**config.mk**
```make
export PLATFORM = sky130hd
export DESIGN_NAME = vga_str_gen
export DESIGN_NICKNAME = d
export VERILOG_FILES = /design/src/rtl/vga_str_gen.sv
export SDC_FILE = /design/constraint.sdc
export NUM_CORES = 1
export LEC_CHECK = 0
export CAP_MARGIN = 10
export CELL_PAD_IN_SITES_DETAIL_PLACEMENT = 0
export CELL_PAD_IN_SITES_GLOBAL_PLACEMENT = 2
export CORE_MARGIN = 3
export CORE_UTILIZATION = 33
export DETAILED_ROUTE_END_ITERATION = 10
export GPL_ROUTABILITY_DRIVEN = 0
export GPL_TIMING_DRIVEN = 0
export PLACE_DENSITY = 0.76
export SLEW_MARGIN = 20
export SYNTH_ARGS = -nofsm -noshare
export SYNTH_HDL_FRONTEND = slang
export SYNTH_SLANG_ARGS = --single-unit
```
**constraint.sdc**
```tcl
create_clock -name px_clk -period 2.1 [get_ports px_clk]
set_input_delay 0.315 -clock px_clk [delete_from_list [all_inputs] [get_ports px_clk]]
set_output_delay 0.315 -clock px_clk [all_outputs]
set_load 0.03 [all_outputs]
```
**src/rtl/vga_str_gen.sv**
```systemverilog
// vga_str_gen: free-running VGA timing generator, source end of the 26-bit RGB
// stream bus. Emits one black pixel per px_clk cycle carrying its coordinates,
// sync levels and active flag; downstream stages paint over it.
//
// Bus layout: active[0] VS[1] HS[2] YC[12:3] XC[22:13] R[23] G[24] B[25].
//
// Ports:
//   px_clk    pixel clock, the only clock
//   rst_n     synchronous reset, active-low
//   en        count enable; low freezes counters and outputs
//   strRGB_o  registered stream beat
//   frame_o   registered pulse on the beat with XC=0, YC=0
module vga_str_gen #(
    parameter int unsigned H_ACTIVE = 640,
    parameter int unsigned H_FP     = 16,
    parameter int unsigned H_SYNC   = 96,
    parameter int unsigned H_BP     = 48,
    parameter int unsigned V_ACTIVE = 480,
    parameter int unsigned V_FP     = 10,
    parameter int unsigned V_SYNC   = 2,
    parameter int unsigned V_BP     = 33,
    parameter bit          HS_POL   = 1'b0,
    parameter bit          VS_POL   = 1'b0
) (
    input  logic        px_clk,
    input  logic        rst_n,
    input  logic        en,
    output logic [25:0] strRGB_o,
    output logic        frame_o
);

    localparam int unsigned H_TOTAL = H_ACTIVE + H_FP + H_SYNC + H_BP;
    localparam int unsigned V_TOTAL = V_ACTIVE + V_FP + V_SYNC + V_BP;

    if (H_TOTAL > 1024) begin : g_h_total_chk
        $error("vga_str_gen: H_TOTAL exceeds 1024");
    end
    if (V_TOTAL > 1024) begin : g_v_total_chk
        $error("vga_str_gen: V_TOTAL exceeds 1024");
    end

    // 11-bit thresholds so a boundary equal to 1024 still compares correctly.
    localparam logic [10:0] H_LAST   = 11'(H_TOTAL - 1);
    localparam logic [10:0] V_LAST   = 11'(V_TOTAL - 1);
    localparam logic [10:0] H_ACT_E  = 11'(H_ACTIVE);
    localparam logic [10:0] H_SYNC_S = 11'(H_ACTIVE + H_FP);
    localparam logic [10:0] H_SYNC_E = 11'(H_ACTIVE + H_FP + H_SYNC);
    localparam logic [10:0] V_ACT_E  = 11'(V_ACTIVE);
    localparam logic [10:0] V_SYNC_S = 11'(V_ACTIVE + V_FP);
    localparam logic [10:0] V_SYNC_E = 11'(V_ACTIVE + V_FP + V_SYNC);

    localparam logic [25:0] RESET_WORD = {3'b000, 10'd0, 10'd0, ~HS_POL, ~VS_POL, 1'b0};

    logic [9:0]  hc_q, hc_d;
    logic [9:0]  vc_q, vc_d;
    logic [25:0] str_q, str_d;
    logic        frame_q, frame_d;

    logic [10:0] hc_w, vc_w;
    logic        act, hs, vs;

    always_comb begin
        hc_w = {1'b0, hc_q};
        vc_w = {1'b0, vc_q};

        hc_d = hc_q + 10'd1;
        vc_d = vc_q;
        if (hc_w == H_LAST) begin
            hc_d = 10'd0;
            vc_d = (vc_w == V_LAST) ? 10'd0 : vc_q + 10'd1;
        end

        // Output fields decode the pre-increment counters: one cycle latency.
        act = (hc_w < H_ACT_E) && (vc_w < V_ACT_E);
        hs  = ((hc_w >= H_SYNC_S) && (hc_w < H_SYNC_E)) ? HS_POL : ~HS_POL;
        vs  = ((vc_w >= V_SYNC_S) && (vc_w < V_SYNC_E)) ? VS_POL : ~VS_POL;

        str_d   = {3'b000, hc_q, vc_q, hs, vs, act};
        frame_d = (hc_q == 10'd0) && (vc_q == 10'd0);
    end

    always_ff @(posedge px_clk) begin
        if (!rst_n) begin
            hc_q    <= 10'd0;
            vc_q    <= 10'd0;
            str_q   <= RESET_WORD;
            frame_q <= 1'b0;
        end else if (en) begin
            hc_q    <= hc_d;
            vc_q    <= vc_d;
            str_q   <= str_d;
            frame_q <= frame_d;
        end
    end

    assign strRGB_o = str_q;
    assign frame_o  = frame_q;

endmodule

```
### After elaboration in Yosys (flattened, before gate mapping)

Index checks and enable logic that the tools add are counted.

| operators by class | value |
|---|---|
| add/subtract/negate cells | 2 |
| magnitude comparators | 6 |
| equal/unequal tests | 2 |
| mux-type cells | 4 |
| reduce and logical (&&, ||, !) cells | 7 |

Operator list:

| kind | count |
|---|---|
| 10-bit by 1-bit adder with 10-bit output (second input constant) | 2 |
| 10-bit equality test (second input constant) | 2 |
| 10-bit logical NOT | 2 |
| 10-bit less-than comparator (second input constant) | 2 |
| 10-bit by 9-bit less-than comparator with 1-bit output (second input constant) | 2 |
| 10-bit 2-to-1 mux | 2 |
| 10-bit >= comparator (second input constant) | 1 |
| 10-bit by 9-bit >= comparator with 1-bit output (second input constant) | 1 |
| 1-bit logical AND | 4 |
| 1-bit 2-to-1 mux | 2 |
| 2-bit AND reduction | 1 |

| storage, ports and cells | value |
|---|---|
| bits in registers | 44 |

### Longest topological paths before layout

Gate-level depths: netlist of the first run.

| depth | value |
|---|---|
| depth in word-level cells | 3 |
| mapped depth | 7 |
| depth with buffers taken out | 5 |

### Least setup slack after synthesis of the first run

Ideal clock, no wire load.

| timing path | value |
|---|---|
| path type | register to register |
| start | register hc_q[0] |
| end | register vc_q[7] |
| setup time | 66 ps |
| arrival | 1,678 ps |
| required time | 2,034 ps |
| setup slack | 355 ps |
| stages on the path, launching flop included | 7 |
| buffers on the path | 1 |
| period minus slack after synthesis | 1,745 ps |
| path through | dfxtp_1 > ha_1 > and3_1 > nand4_2 > buf_6 > or4_4 > a21oi_2 |

| between the ends | value |
|---|---|
| cells in the longest elaborated chain, start to end | 2 |

Ends and longest elaborated chain:

| element | line | source |
|---|---|---|
| from (decl) | 54 | `logic [9:0] hc_q, hc_d;` |
| from (signal assigned) | 84 | `hc_q <= 10'd0;` |
| from (signal assigned) | 89 | `hc_q <= hc_d;` |
| 10-bit equality test | 68 | `if (hc_w == H_LAST) begin` |
| 2-bit AND reduction (no line) | n/a |  |
| to (signal assigned) | 90 | `vc_q <= vc_d;` |
| to (decl) | 55 | `logic [9:0] vc_q, vc_d;` |

Every way passes these cells.
A chain may end at the register's enable or synchronous reset.

### Worst setup path after layout of the first run

| timing path | value |
|---|---|
| start | register hc_q[1] |
| end | register vc_q[7] |

The elaborated chain is that of the path after synthesis.

==> results_dict.tcl, run 1 <==
set metrics [dict create \
    dr.pass1.iters 4 \
    wl_met3_um 145 \
    fmax_ghz 0.519 \
    drt_iter0_drc 67 \
    synth_top_area_share_pct 42.7 \
    drtAntennaViolNets 0 \
    clk_path_buf_depth 2 \
    rsz0062_at_grt "no" \
    leakagePower_nw 0.900 \
    syn_inst 222 \
    cts_tree "yes" \
    die_w_um 85.1 \
    die_h_um 85.1 \
    dominantRegCellSynth "dfxtp_1" \
    drive_above_1_share_pct 9.73 \
    synth.avg_cell_area_um2 9.30 \
    final_nets 263 \
    cts_buffers 5 \
    wl_per_cell_um 14.6 \
    ios 30 \
    start_kind "flop" \
    synthToLayoutAreaGrowth_pct 22.0 \
    num_vias 1638 \
    worstPathArrival_ps 2160 \
    crit_path_end_kind "flop" \
    final_cell_area_um2 2520 \
    clock_skew_ps 3.89 \
    tns_ps 0 \
    dpl.hpwl_um 3360 \
    synth_area_um2 2060 \
    wl_met1_um 2590 \
    antenna_found_initial 0 \
    core_um2 5990 \
    drt-total-wl_um 4860 \
    synth_edf_count 0 \
    num_rows 28 \
    setup_slack_ps 174 \
    stdcell_count 332 \
    power_density_nw_per_um2 596 \
    synth_area_leader_cell "dfxtp_1" \
    timing.final.crit_share_pct 91.7 \
    io_buffers 25 \
    dr_wl_met2_um 2040 \
    hp-class "flop to flop" \
    yosysMostFrequentCell "dfxtp_1" \
    max_cap_viol_count 0 \
    ys_warn_count 0 \
    clk_pin_slew_ps 80 \
    htree_levels 2 \
    ys_async_sr_fraction_pct 0 \
    drc_errors 0 \
    ctsHoldBuffers 0 \
    period_needed_ps 1930 \
    finalSetupViolCount 0 \
    place_ws_ps -18.8 \
    synth_common_cells "dfxtp_1, nor2b_1, mux2i_1, nand2_1, nand3_1" \
    start_util_pct 34.5 \
    grt_max_degree 13 \
    vias_per_cell 4.93 \
    place_area_um2 2420 \
    clkLatencyLatePin_ps 300 \
    globalRouteTotalUtil_pct 14.8 \
    synthTopCellsByArea "dfxtp_1, mux2i_1, nor2b_1, nand3_1, nand2_1" \
    ys_seq_area_share_pct 42.7 \
    max-slew-margin-rel_pct 44.5 \
    run_status "finished clean" \
    grt_pass1_wl_um 8490 \
    floorplan.die_area_um2 7240 \
    synth_seq_cells 44 \
    finalMaxSlewViolations 0 \
    cp.required_ps 2340 \
    dr.max_layer_used "met4" \
    grt_pass1_vias 1587 \
    numPlacedInstances 324 \
    tightest_slew_ps 832 \
    n_antenna_cell 0 \
    cp_max_fo 10 \
    synth.distinct_cells 41 \
    grt_overflow_total 0 \
    max-vdd-ir-drop_mv 0.304 \
    p_total_mw 1.50 \
    cts_root_buffer "clkbuf_8" \
    clock-sinks 44 \
    criticalPathCategory "flop to flop" \
    final-hold-violation-count 0 \
]
[per-layer routing]
metal / track usage [%] / up-vias
met2: 20.8 / 23
li1: - / 840
met5: 0 / -
met1: 21.7 / 769
met4: 5.76 / 0
met3: 3.30 / 6
[kinds of logic (layout without fill, tap and decap cells)]
group / count (synthesis) / count (layout) / synth area share [%]
xor+xnor: 8 / 8 / 3.39
simple gates: 91 / 91 / 26.5
other cells: 1 / 3 / 0.182
mux: 19 / 19 / 9.21
fa+ha+maj: 4 / 4 / 2.42
buf+inv: 26 / 59 / 6.36
compound gates: 29 / 29 / 9.21
flops: 44 / 44 / 42.7
[cells in the final DEF (no fill, tap or decap), drive strengths merged, types with 5 or more instances in the layout]
| cell type | instances |
|---|---|
| dfxtp | 44 |
| clkdlybuf4s50 | 25 |
| nor2b | 21 |
| mux2i | 19 |
| clkbuf | 19 |
| nand2 | 14 |
| nand3 | 13 |
| o21ai | 8 |
| buf | 8 |
| inv | 7 |
| nor2 | 7 |
| nand4 | 7 |
| a21oi | 7 |
| xnor2 | 5 |
| o31ai | 5 |
[sequential cells by signal, indices dropped and copies added (netlist names)]
signal and flops:
strRGB_o 23, hc_q 10, vc_q 10, frame_o 1
[metrics by stage]
step           hold WS (ps)  util (%)
6_report                475      42.0
5_1_grt                 521      42.0
4_1_cts                 461      42.0
3_5_place_dp            469      40.3
3_3_place_gp            451      40.3
2_1_floorplan           469         -
[cell type report]
class	instances	area [um2]
Buffer	19	106
Fill cell	627	3470
Clock buffer	8	90.1
Inverter	7	26.3
Tap cell	75	93.8
Sequential cell	44	883
Timing Repair Buffer	25	250
Multi-Input combinational cell	154	1070
[worst max-delay path: stages, from the launching register on]
cell     delay (ps)
dfxtp_2         380
ha_1            200
and3_1          250
nand4_2         190
buf_6           200
or4_4           510
a21oi_2         140
[worst paths after layout]
kind | startpoint | endpoint | slack, ps | cells past startpoint
setup / recovery | hc_q[1] | vc_q[7] | 170 | 6
hold / removal | strRGB_o[16] | strRGB_o[16] | 470 | 2
setup reg to reg | hc_q[1] | vc_q[7] | 170 | 6
hold reg to reg | strRGB_o[16] | strRGB_o[16] | 470 | 2
[power by group]
part / internal [mW] / switching, mW / total [mW]
clock network: 0.269 / 0.285 / 0.554
registers: 0.841 / 0.00675 / 0.848
logic: 0.0395 / 0.0603 / 0.0998
total: 1.15 / 0.352 / 1.50
[what timing repair did]
| action | in CTS | in global routing |
|---|---|---|
| buffers inserted | 0 | 0 |
| resized for setup | 1 | 4 |
| endpoints found under the setup margin | 6 | 12 |
Power figures use the tool's default switching activity.
==> run 2: changes to the inputs <==
--- a/config.mk
+++ b/config.mk
@@ -9,12 +9,12 @@
 export CELL_PAD_IN_SITES_DETAIL_PLACEMENT = 0
 export CELL_PAD_IN_SITES_GLOBAL_PLACEMENT = 2
 export CORE_MARGIN = 3
-export CORE_UTILIZATION = 33
+export CORE_UTILIZATION = 38
 export DETAILED_ROUTE_END_ITERATION = 10
+export DONT_BUFFER_PORTS = 1
 export GPL_ROUTABILITY_DRIVEN = 0
 export GPL_TIMING_DRIVEN = 0
-export PLACE_DENSITY = 0.76
-export SLEW_MARGIN = 20
+export PLACE_DENSITY = 0.75
 export SYNTH_ARGS = -nofsm -noshare
 export SYNTH_HDL_FRONTEND = slang
 export SYNTH_SLANG_ARGS = --single-unit
==> results_dict.tcl, run 2 (same netlist as run 1, synthesis figures left out) <==
set metrics [dict create \
    run_status "finished clean" \
    timing.final.crit_share_pct 91.0 \
    max_cap_viol_count 0 \
    core_um2 5170 \
    drt_iter0_drc 90 \
    num_vias 1596 \
    dpl.hpwl_um 3480 \
    die_h_um 79.7 \
    fillCellCount 529 \
    critPathTopFamily "simple AND/OR/NAND/NOR gates" \
    p_total_mw 1.57 \
    synthToLayoutAreaGrowth_pct 10.8 \
    n_antenna_cell 0 \
    place_area_um2 2160 \
    cts_tree "yes" \
    crit_chain "ha_1 -> and3_1 -> nand4_2 -> buf_6 -> or4_4 -> a21oi_2" \
    wl_per_cell_um 15.8 \
    final_nets 238 \
    grt_overflow_total 0 \
    clk_pin_slew_ps 90 \
    finalMaxSlewViolations 0 \
    finalSetupViolCount 0 \
    cp_max_fo 10 \
    reg2reg_from "hc_q[1]" \
    wl_met1_um 2110 \
    ctsHoldBuffers 0 \
    max-vdd-ir-drop_mv 0.262 \
    max-slew-margin-rel_pct 53.7 \
    drive_above_1_share_pct 11.6 \
    start_kind "flop" \
    critPathSlowestCell "or4_4" \
    grt_max_degree 14 \
    final-hold-violation-count 0 \
    clkLatencyLatePin_ps 290 \
    die_w_um 79.7 \
    tightest_slew_ps 695 \
    grt_pass1_vias 1650 \
    vias_per_cell 5.28 \
    clock-sinks 44 \
    hp-class "primary input to flop" \
    clock_skew_ps 7.37 \
    holdPathStages 1 \
    path_buf_inv 1 \
    start_util_pct 39.9 \
    slowest_delay_ps 510 \
    num_rows 26 \
    wl_met3_um 243 \
    fmax_ghz 0.523 \
    ios 30 \
    final_cell_mix "dfxtp_1, nor2b_1, mux2i_1" \
    htree_levels 2 \
    power_density_nw_per_um2 686 \
    drc_errors 0 \
    rr_endpoint "vc_q[7]" \
    grt_pass1_wl_um 8160 \
    rsz0062_at_grt "no" \
    min_delay_worst_endpoint "strRGB_o[16]" \
    io_buffers 0 \
    r2r_setup_slack_ps 190 \
    dr_wl_met2_um 2380 \
    floorplan.die_area_um2 6350 \
    rr_worst_depth 6 \
    drtAntennaViolNets 0 \
    globalRouteTotalUtil_pct 16.4 \
    dr.pass1.iters 4 \
    largest_reg_flops 23 \
    post-route-util_pct 44.2 \
    cp.required_ps 2330 \
    tns_ps 0 \
    period_needed_ps 1910 \
    antenna_found_initial 0 \
    clk_path_buf_depth 2 \
    mostFrequentLayoutCell "dfxtp_1" \
    criticalPathCategory "flop to flop" \
    cts_buffers 5 \
    worstPathArrival_ps 2140 \
    crit_path_end_kind "flop" \
    dr.max_layer_used "met4" \
    cts_root_buffer "clkbuf_8" \
    final_cell_area_um2 2290 \
    leakagePower_nw 0.827 \
    drt-total-wl_um 4780 \
    hp-start "rst_n" \
]
[run 2: how the worst max path moves through the flow]
stage             from       to  slack (ps)  depth (start not counted)
5_1_grt        hc_q[1]  vc_q[7]          60                          6
3_5_place_dp   hc_q[1]  vc_q[8]          20                          6
3_3_place_gp   hc_q[0]  vc_q[9]          90                          6
6_report       hc_q[1]  vc_q[7]         190                          6
4_1_cts        hc_q[1]  vc_q[5]        0.01                          6
2_1_floorplan  hc_q[0]  vc_q[7]         360                          6
[run 2: where the power goes]
group / internal, mW / switching, mW
clock network: 0.353 / 0.282
registers: 0.841 / 0.0160
logic: 0.0312 / 0.0455
[run 2: layer usage]
layer	vias up	track usage, %
met1	769	19.5
met2	29	28.1
li1	792	-
met3	6	4.97
met5	-	0
met4	0	5.15
[run 2: area by class of cell]
cell class | instances | area, um2 | area share [%]
sequential | 44 | 883 | 38.6
buffer | 19 | 106 | 4.65
clock inverter | 2 | 35.0 | 1.53
clock buffer | 6 | 72.6 | 3.17
tap | 70 | 87.6 | 3.83
inverter | 7 | 26.3 | 1.15
multi-input combinational | 154 | 1080 | 47.0
[run 2: metrics by stage]
step	setup slack [ps]	instances	hold slack, ps
floorplan	355	224	469
global placement	91.3	294	472
detailed placement	18.6	294	479
CTS	0.0135	302	154
global route	60.6	302	158
finish	189	302	164
[run 2: what timing repair did]
item,in CTS,in global routing
resized for setup,0,6
endpoints found under the setup margin,0,14
buffers inserted,0,0
